### config.mk
export PLATFORM = sky130hd
export DESIGN_NAME = store_buffer
export DESIGN_NICKNAME = d
export VERILOG_FILES = /design/src/rtl/store_buffer.sv
export SDC_FILE = /design/constraint.sdc
export NUM_CORES = 1
export LEC_CHECK = 0
export CAP_MARGIN = 0
export CORE_ASPECT_RATIO = 0.6
export CORE_MARGIN = 2
export CORE_UTILIZATION = 40
export CTS_CLUSTER_SIZE = 40
export DETAILED_ROUTE_END_ITERATION = 8
export SYNTH_ARGS = -nofsm -noshare
export SYNTH_HDL_FRONTEND = slang
export SYNTH_SLANG_ARGS = --single-unit
### constraint.sdc
create_clock -name clk_i -period 11.4 [get_ports clk_i]
set_input_delay 3.42 -clock clk_i [delete_from_list [all_inputs] [get_ports clk_i]]
set_output_delay 3.42 -clock clk_i [all_outputs]
set_load 0.01 [all_outputs]
### src/rtl/store_buffer.sv
// Circular store buffer. Stores are allocated in order, filled by execute,
// committed by the ROB, drained to memory in order, and forwarded to loads.
module store_buffer #(
  parameter int SB_ENTRY = 8,
  parameter int ADDR_W   = 16,
  parameter int DATA_W   = 16
) (
  input  logic                        clk_i,
  input  logic                        reset_i,
  input  logic                        alloc_valid_i,
  output logic                        alloc_ready_o,
  output logic [$clog2(SB_ENTRY)-1:0] alloc_idx_o,
  input  logic                        exe_valid_i,
  input  logic [$clog2(SB_ENTRY)-1:0] exe_idx_i,
  input  logic [ADDR_W-1:0]           exe_addr_i,
  input  logic [DATA_W-1:0]           exe_data_i,
  input  logic                        rob_sb_valid_i,
  input  logic                        rob_mispredict_i,
  output logic                        mem_valid_o,
  input  logic                        mem_ready_i,
  output logic [ADDR_W-1:0]           mem_addr_o,
  output logic [DATA_W-1:0]           mem_data_o,
  input  logic [ADDR_W-1:0]           ld_addr_i,
  output logic                        ld_hit_o,
  output logic [DATA_W-1:0]           ld_data_o,
  output logic                        sb_empty_o
);

  localparam int IDX_W = $clog2(SB_ENTRY);
  localparam logic [IDX_W:0] FULL_CNT = (IDX_W+1)'(SB_ENTRY);

  logic [SB_ENTRY-1:0] ent_vld, ent_fill, ent_cmt;
  logic [SB_ENTRY-1:0] vld_nxt, fill_nxt, cmt_nxt;
  logic [ADDR_W-1:0]   ent_addr [SB_ENTRY];
  logic [DATA_W-1:0]   ent_data [SB_ENTRY];
  logic [IDX_W-1:0]    head, cmt, tail, age_idx;
  logic [IDX_W:0]      count, count_nxt, cmt_cnt;
  logic                alloc_fire, exe_we, commit_fire, drain_fire;

  assign alloc_ready_o = (count != FULL_CNT) & ~rob_mispredict_i;
  assign alloc_fire    = alloc_valid_i & alloc_ready_o;
  assign exe_we        = exe_valid_i & ~rob_mispredict_i
                         & ent_vld[exe_idx_i] & ~ent_cmt[exe_idx_i];
  assign commit_fire   = rob_sb_valid_i & ~rob_mispredict_i;
  assign mem_valid_o   = ent_vld[head] & ent_cmt[head];
  assign drain_fire    = mem_valid_o & mem_ready_i;
  // Data arrays are not reset, so the drain port is zeroed while idle.
  assign mem_addr_o    = mem_valid_o ? ent_addr[head] : '0;
  assign mem_data_o    = mem_valid_o ? ent_data[head] : '0;
  assign sb_empty_o    = (count == '0);
  assign alloc_idx_o   = tail;

  // Committed-but-undrained entries survive a flush; count them directly
  // because head == cmt is ambiguous when all entries are committed.
  always_comb begin
    cmt_cnt = '0;
    for (int i = 0; i < SB_ENTRY; i++)
      cmt_cnt = cmt_cnt + (IDX_W+1)'(ent_vld[i] & ent_cmt[i]);
  end

  always_comb begin
    vld_nxt  = ent_vld;
    fill_nxt = ent_fill;
    cmt_nxt  = ent_cmt;
    if (alloc_fire) begin
      vld_nxt[tail]  = 1'b1;
      fill_nxt[tail] = 1'b0;
      cmt_nxt[tail]  = 1'b0;
    end
    if (exe_we)      fill_nxt[exe_idx_i] = 1'b1;
    if (commit_fire) cmt_nxt[cmt] = 1'b1;
    if (drain_fire)  vld_nxt[head] = 1'b0;
    if (rob_mispredict_i) begin
      vld_nxt  = vld_nxt & ent_cmt;
      fill_nxt = fill_nxt & ent_cmt;
    end
    if (rob_mispredict_i)
      count_nxt = cmt_cnt - (IDX_W+1)'(drain_fire);
    else
      count_nxt = count + (IDX_W+1)'(alloc_fire) - (IDX_W+1)'(drain_fire);
  end

  always_ff @(posedge clk_i or negedge reset_i) begin
    if (!reset_i) begin
      ent_vld  <= '0;
      ent_fill <= '0;
      ent_cmt  <= '0;
      head     <= '0;
      cmt      <= '0;
      tail     <= '0;
      count    <= '0;
    end else begin
      ent_vld  <= vld_nxt;
      ent_fill <= fill_nxt;
      ent_cmt  <= cmt_nxt;
      count    <= count_nxt;
      head     <= head + IDX_W'(drain_fire);
      cmt      <= cmt + IDX_W'(commit_fire);
      tail     <= rob_mispredict_i ? cmt : tail + IDX_W'(alloc_fire);
    end
  end

  always_ff @(posedge clk_i) begin
    if (exe_we) begin
      ent_addr[exe_idx_i] <= exe_addr_i;
      ent_data[exe_idx_i] <= exe_data_i;
    end
  end

  // Walk oldest to youngest so the youngest matching store wins.
  always_comb begin
    ld_hit_o  = 1'b0;
    ld_data_o = '0;
    age_idx   = '0;
    for (int k = 0; k < SB_ENTRY; k++) begin
      age_idx = head + IDX_W'(k);
      if (ent_vld[age_idx] && ent_fill[age_idx] && ent_addr[age_idx] == ld_addr_i) begin
        ld_hit_o  = 1'b1;
        ld_data_o = ent_data[age_idx];
      end
    end
  end

endmodule

* After elaboration in Yosys (flattened, before gate mapping)
Memory sizes are Yosys's and may differ from the RTL's.
Cells that the tools add are included.
** Cells by class
- Mux-type cells :: 76
- Reduce and logical (&&, ||, !) cells :: 21
- Equal/unequal tests :: 9
- Add/sub/neg operators :: 20
- $lt $le $gt $ge :: 15
- Bitwise logic cells :: 28
** Operator list (number)
- two-way mux 16 bit :: 10
- == test 16 bit :: 8
- two-way mux 8 bit :: 8
- binary-select mux 1 bit (select 3 bit) :: 19
- < comparator 3 x 4 -> 1 bit, second input constant :: 11
- AND 8 bit :: 5
- two-way mux 1 bit :: 33
- OR 8 bit :: 3
- adder 4 x 1 -> 4 bit :: 5
- logical AND 1 bit :: 20
- AND 1 bit :: 16
- inverter 8 bit :: 2
- adder 3 bit, second input constant :: 4
- demux 1 bit (select 3 bit) :: 4
- >= comparator 3 x 1 -> 1 bit, second input constant :: 4
- adder 3 x 1 -> 3 bit :: 3
- subtractor 4 x 1 -> 4 bit :: 2
- adder 3 x 2 -> 3 bit, second input constant :: 2
- adder 3 x 1 -> 4 bit :: 1
- zero test 4 bit :: 1
- two-way mux 4 bit :: 1
- != test 4 bit, second input constant :: 1
- adder 2 x 1 -> 3 bit :: 1
- adder 3 x 1 -> 3 bit, second input constant :: 1
- 3 further kinds :: 4
** Storage, ports and cells
- Memories kept :: 2
- Bits in writable memories :: 256
- Output and inout port bits :: 55
- Flip-flop bits (word level) :: 37
** Memory list
- ent_addr :: words 8, width 16, rd ports 8, clocked after Yosys merged registers in 0, wr ports 1, line 34 : logic [ADDR_W-1:0] ent_addr [SB_ENTRY];
- ent_data :: words 8, width 16, rd ports 8, clocked after Yosys merged registers in 0, wr ports 1, line 35 : logic [DATA_W-1:0] ent_data [SB_ENTRY];

* Longest topological paths before layout
- Depth after elaboration :: 12
- Mapped depth :: 25

* Least setup slack after synthesis
OpenSTA, ideal clock, no wires.
- Kind :: input to output
- Start :: in ld_addr_i[0]
- End :: out ld_data_o[3]
- Data arrival time :: 5.966 ns
- Stages :: 11
- Required time :: 7.980 ns
- Path slack :: 2.014 ns
- Cell sequence :: buf_1 xnor2_1 nor2_1 nand4_1 or4_1 or2_2 clkbuf_1 clkbuf_1 o31a_1 o311a_1 o221ai_1
** On the way
- Word-level cells in the longest chain between the ends :: 10
- Elaborated cells between the ends (all ways) :: 24
- Those cells by class :: eq/ne (8); mux (8); reduce/logical (8)
** Ends and longest elaborated chain
- from (decl) :: line 23 : input logic [ADDR_W-1:0] ld_addr_i,
- == test 16 bit :: line 117 : if (ent_vld[age_idx] && ent_fill[age_idx] && ent_addr[age_idx] == ld_addr_i) begin
- logical AND 1 bit :: line 117
- two-way mux 16 bit (7 in series) :: line 117
- two-way mux 16 bit (*) :: line 117
- to (decl) :: line 25 : output logic [DATA_W-1:0] ld_data_o,
Mark *: on every way between the ends. The rest lies on a longest branch, timed or not.

* Worst setup path after layout
- Start :: in ld_addr_i[11]
- End :: out ld_data_o[15]
The elaborated chain is that of the path after synthesis.

==> flow_metrics.py <==
metrics = {
    "critical_path": {
        "crit_arrival_ns": 7.55,
        "r2r-start": "head[2]",
        "cpMostUsedCell": "clkdlybuf4s50_1",
        "worstRegToRegCells": 14,
        "crit_path_end_kind": "output port",
        "cp_data_required_time_ns": 7.98,
        "crit_type": "input pin to output port",
        "crit_cells": 10,
        "start_kind": "input pin",
        "crit_family": "buffers and inverters",
        "cpMaxStageDelayCell": "clkdlybuf4s50_1",
        "r2r-end": "count[2]",
        "cp_cell_sequence": "clkdlybuf4s50_1 -> xor2_1 -> nand3_1 -> nor4_4 -> nand4_4 -> a211oi_1 -> a21oi_1 -> o311a_1 -> o221ai_1 -> clkdlybuf4s50_1",
        "path_max_fanout": 17,
        "path_buf_inv": 2,
        "worst_path_largest_cell_delay_ns": 0.89,
        "rrSetupSlack_ns": 6.32,
    },
    "floorplanning": {
        "fp-row-count": 70,
        "start_util_pct": 40.4,
        "io_pins": 113,
        "die_w_um": 324,
        "coreArea_um2": 60800,
        "dieArea_um2": 63500,
        "dieHeight_um": 196,
    },
    "cts": {
        "clkSinkCount": 293,
        "ctsResizeCount": 0,
        "clk_pin_slew_ns": 0.07,
        "clock_path_buffers": 3,
        "cts_root_buf": "clkbuf_16",
        "cts_buffers": 31,
        "postCtsSetupRepairBufs": 0,
        "hold_buffers": 0,
        "clk_latency_ns": 0.60,
        "cts_tree": "done",
        "cts_max_level": 1,
    },
    "pwr": {
        "p_leak_nw": 9.39,
        "p_total_w": 0.00747,
        "p_int_w": 0.00401,
        "pwr-share-comb_pct": 68.2,
        "power_switching_w": 0.00346,
        "clock_power_share_pct": 14.2,
        "seqPwrFrac_pct": 17.5,
        "p_sw_share_pct": 46.3,
        "power_density_nw_per_um2": 273,
        "ir_drop_mv": 0.231,
    },
    "yosys": {
        "synth-xor-area-share_pct": 5.92,
        "synth.most_common_cell": "edfxtp_1",
        "yosys_register_bits": 293,
        "synth-seq-area-share_pct": 35.1,
        "synth-simple-area-share_pct": 9.36,
        "ys_warn_count": 0,
        "avgSynthCellArea_um2": 12.3,
        "ys_top_cells_by_count": "edfxtp_1 (256), mux4_2 (240), mux2i_1 (213)",
        "synth_top_area_share_pct": 31.3,
        "synth-main-ff-cell": "edfxtp_1",
        "synth-compound-area-share_pct": 8.66,
        "synth_nets": 2087,
        "async_flop_share_pct": 12.6,
        "yosysTopAreaCell": "edfxtp_1",
        "synth_area_um2": 24600,
        "synthAdderAreaFrac_pct": 1.61,
        "netlist_instances": 2001,
        "synth_top_family_by_area": "multiplexers",
        "synth_area_leaders": "edfxtp_1 (31%), mux4_2 (22%), mux2i_1 (8.7%), dfrtp_1 (3.8%), xnor2_1 (3.5%)",
        "muxShareOfSynthArea_pct": 34.8,
        "ys_types": 72,
        "synth_edf_count": 256,
    },
    "route": {
        "drt-total-wl_um": 81600,
        "drt-pass1-iter-count": 6,
        "ant_nets": 0,
        "drc": 0,
        "viasPerCell": 6.56,
        "drt_iter0_drc": 2874,
        "wl_per_cell_um": 28.4,
        "vias": 18816,
    },
    "status": {
        "status": "finished clean",
    },
    "cells_and_area": {
        "fillerInstances": 5521,
        "drive_gt1_share_pct": 21.1,
        "finalInstanceArea_um2": 27300,
        "syn_to_final_growth_pct": 11.3,
        "fin_nets": 2101,
        "fin_util_pct": 45.0,
    },
    "hold_path": {
        "hold_class": "flop to flop",
        "hp-start": "ent_cmt[2]",
        "hold_end": "ent_cmt[2]",
        "whs_path_depth": 2,
    },
    "sta": {
        "worst_slew_pin_slew_ns": 1.07,
        "max_freq_mhz": 91.1,
        "tns_ns": 0,
        "rsz0062_at_grt": "no",
        "finalHoldViolCount": 0,
        "min_period_ns": 10.97,
        "slew_headroom_pct": 28.8,
        "maxSlewViolCount": 0,
        "setup_viol": 0,
        "fin_crit_sh_pct": 96.3,
        "timing.hold.ws_ns": 0.520,
        "fin_skew_ns": 0.0145,
    },
    "placement": {
        "hpwl_um": 54100,
        "placed_area_um2": 26300,
        "place.port_buffers": 112,
        "place_congestion": 0.993,
    },
    "global_route": {
        "grt_pass1_vias": 17643,
        "grt_usage_pct": 25.6,
        "grt_overflow": 0,
        "grt_pass1_wl_um": 121000,
        "grt_max_degree": 152,
        "antenna_found_initial": 7,
    },
    "run": {
        "drv_cap": 0,
    },
}
==> layout make-up <==
class                      count  area, um^2  area share [%]
sequential                   293        8620            31.6
antenna                        2        5.00          0.0183
multi-input combinational   1488       15000            54.8
clock buffer                  36         795            2.91
timing repair buffer         159        1500            5.48
inverter                      42         159           0.581
clock inverter                21         245           0.897
tap                          828        1040            3.79
==> how the worst max path moves through the flow <==
stage                   from            end
6_report       ld_addr_i[11]  ld_data_o[15]
5_1_grt        ld_addr_i[11]  ld_data_o[15]
4_1_cts        ld_addr_i[11]  ld_data_o[15]
3_5_place_dp   ld_addr_i[11]  ld_data_o[15]
3_3_place_gp   ld_addr_i[11]  ld_data_o[15]
2_1_floorplan   ld_addr_i[0]   ld_data_o[3]
==> cell families (layout without fill, tap and decap cells) <==
| kind of cell | Yosys count | count (layout) |
|---|---|---|
| adders and majority gates | 28 | 28 |
| buffers and inverters | 220 | 258 |
| AOI/OAI and AO/OA | 303 | 303 |
| muxes | 522 | 522 |
| DFF | 293 | 293 |
| and+or+nand+nor | 469 | 469 |
| other | 0 | 2 |
| xor gates and xnor gates | 166 | 166 |
==> power groups by stage <==
| stage | logic, W | registers (W) | clock network (W) |
|---|---|---|---|
| CTS | 0.00501 | 0.00131 | 0.00108 |
| floorplan | 0.00379 | 0.00128 | 0 |
| finish | 0.00510 | 0.00131 | 0.00106 |
| detailed placement | 0.00498 | 0.00133 | 0 |
| global route | 0.00539 | 0.00132 | 0.00112 |
| global placement | 0.00494 | 0.00133 | 0 |
==> cell usage in the layout (no fill, tap or decap), drive strengths merged, types with 7 or more instances in the layout <==
cell / Yosys / final
a211oi: 12 / 12
a21oi: 85 / 85
a221oi: 9 / 9
a222oi: 8 / 8
a31oi: 10 / 10
and2: 27 / 27
buf: 119 / 47
clkbuf: 59 / 36
clkdlybuf4s50: 0 / 112
clkinv: 1 / 13
dfrtp: 37 / 37
edfxtp: 256 / 256
ha: 22 / 22
inv: 41 / 41
mux2: 53 / 53
mux2i: 213 / 213
mux4: 256 / 256
nand2: 122 / 122
nand3: 42 / 42
nand3b: 11 / 11
nand4: 21 / 21
nor2: 161 / 161
nor2b: 7 / 7
nor3: 12 / 12
nor3b: 25 / 25
nor4: 14 / 14
o21a: 15 / 15
o21ai: 54 / 54
o21bai: 14 / 14
o221ai: 17 / 17
o22ai: 16 / 16
o311a: 14 / 14
o31a: 14 / 14
xnor2: 97 / 97
xor2: 69 / 69
==> registers in the layout, summed over array words and instances (netlist names) <==
| signal | flops |
|---|---|
| cmt | 3 |
| count | 4 |
| alloc_idx_o | 3 |
| ent_addr | 128 |
| ent_cmt | 8 |
| ent_vld | 8 |
| ent_data | 128 |
| ent_fill | 8 |
| head | 3 |
==> per-layer routing <==
| layer | track usage, % | wire length [um] |
|---|---|---|
| met2 | 36.0 | 34300 |
| met4 | 4.08 | 1320 |
| met3 | 5.21 | 8970 |
| met1 | 40.8 | 36900 |
| met5 | 0 | 69 |
==> worst reg2reg max path: cells and delay by family (launching register included) <==
kind,cells,cell delay (ns)
xor gates and xnor gates,1,0.13
DFF,1,0.98
AOI/OAI and AO/OA,2,0.11
adders and majority gates,5,1.98
and+or+nand+nor,3,0.92
buffers and inverters,3,0.83
==> stage by stage <==
step | worst slack [ns] | instances
2_1_floorplan | 2.01 | 2001
3_5_place_dp | 0.564 | 2810
5_1_grt | 0.344 | 2867
3_3_place_gp | 0.536 | 2810
4_1_cts | 0.521 | 2867
6_report | 0.426 | 2869
No activity file was read; power rests on OpenSTA's default activity.
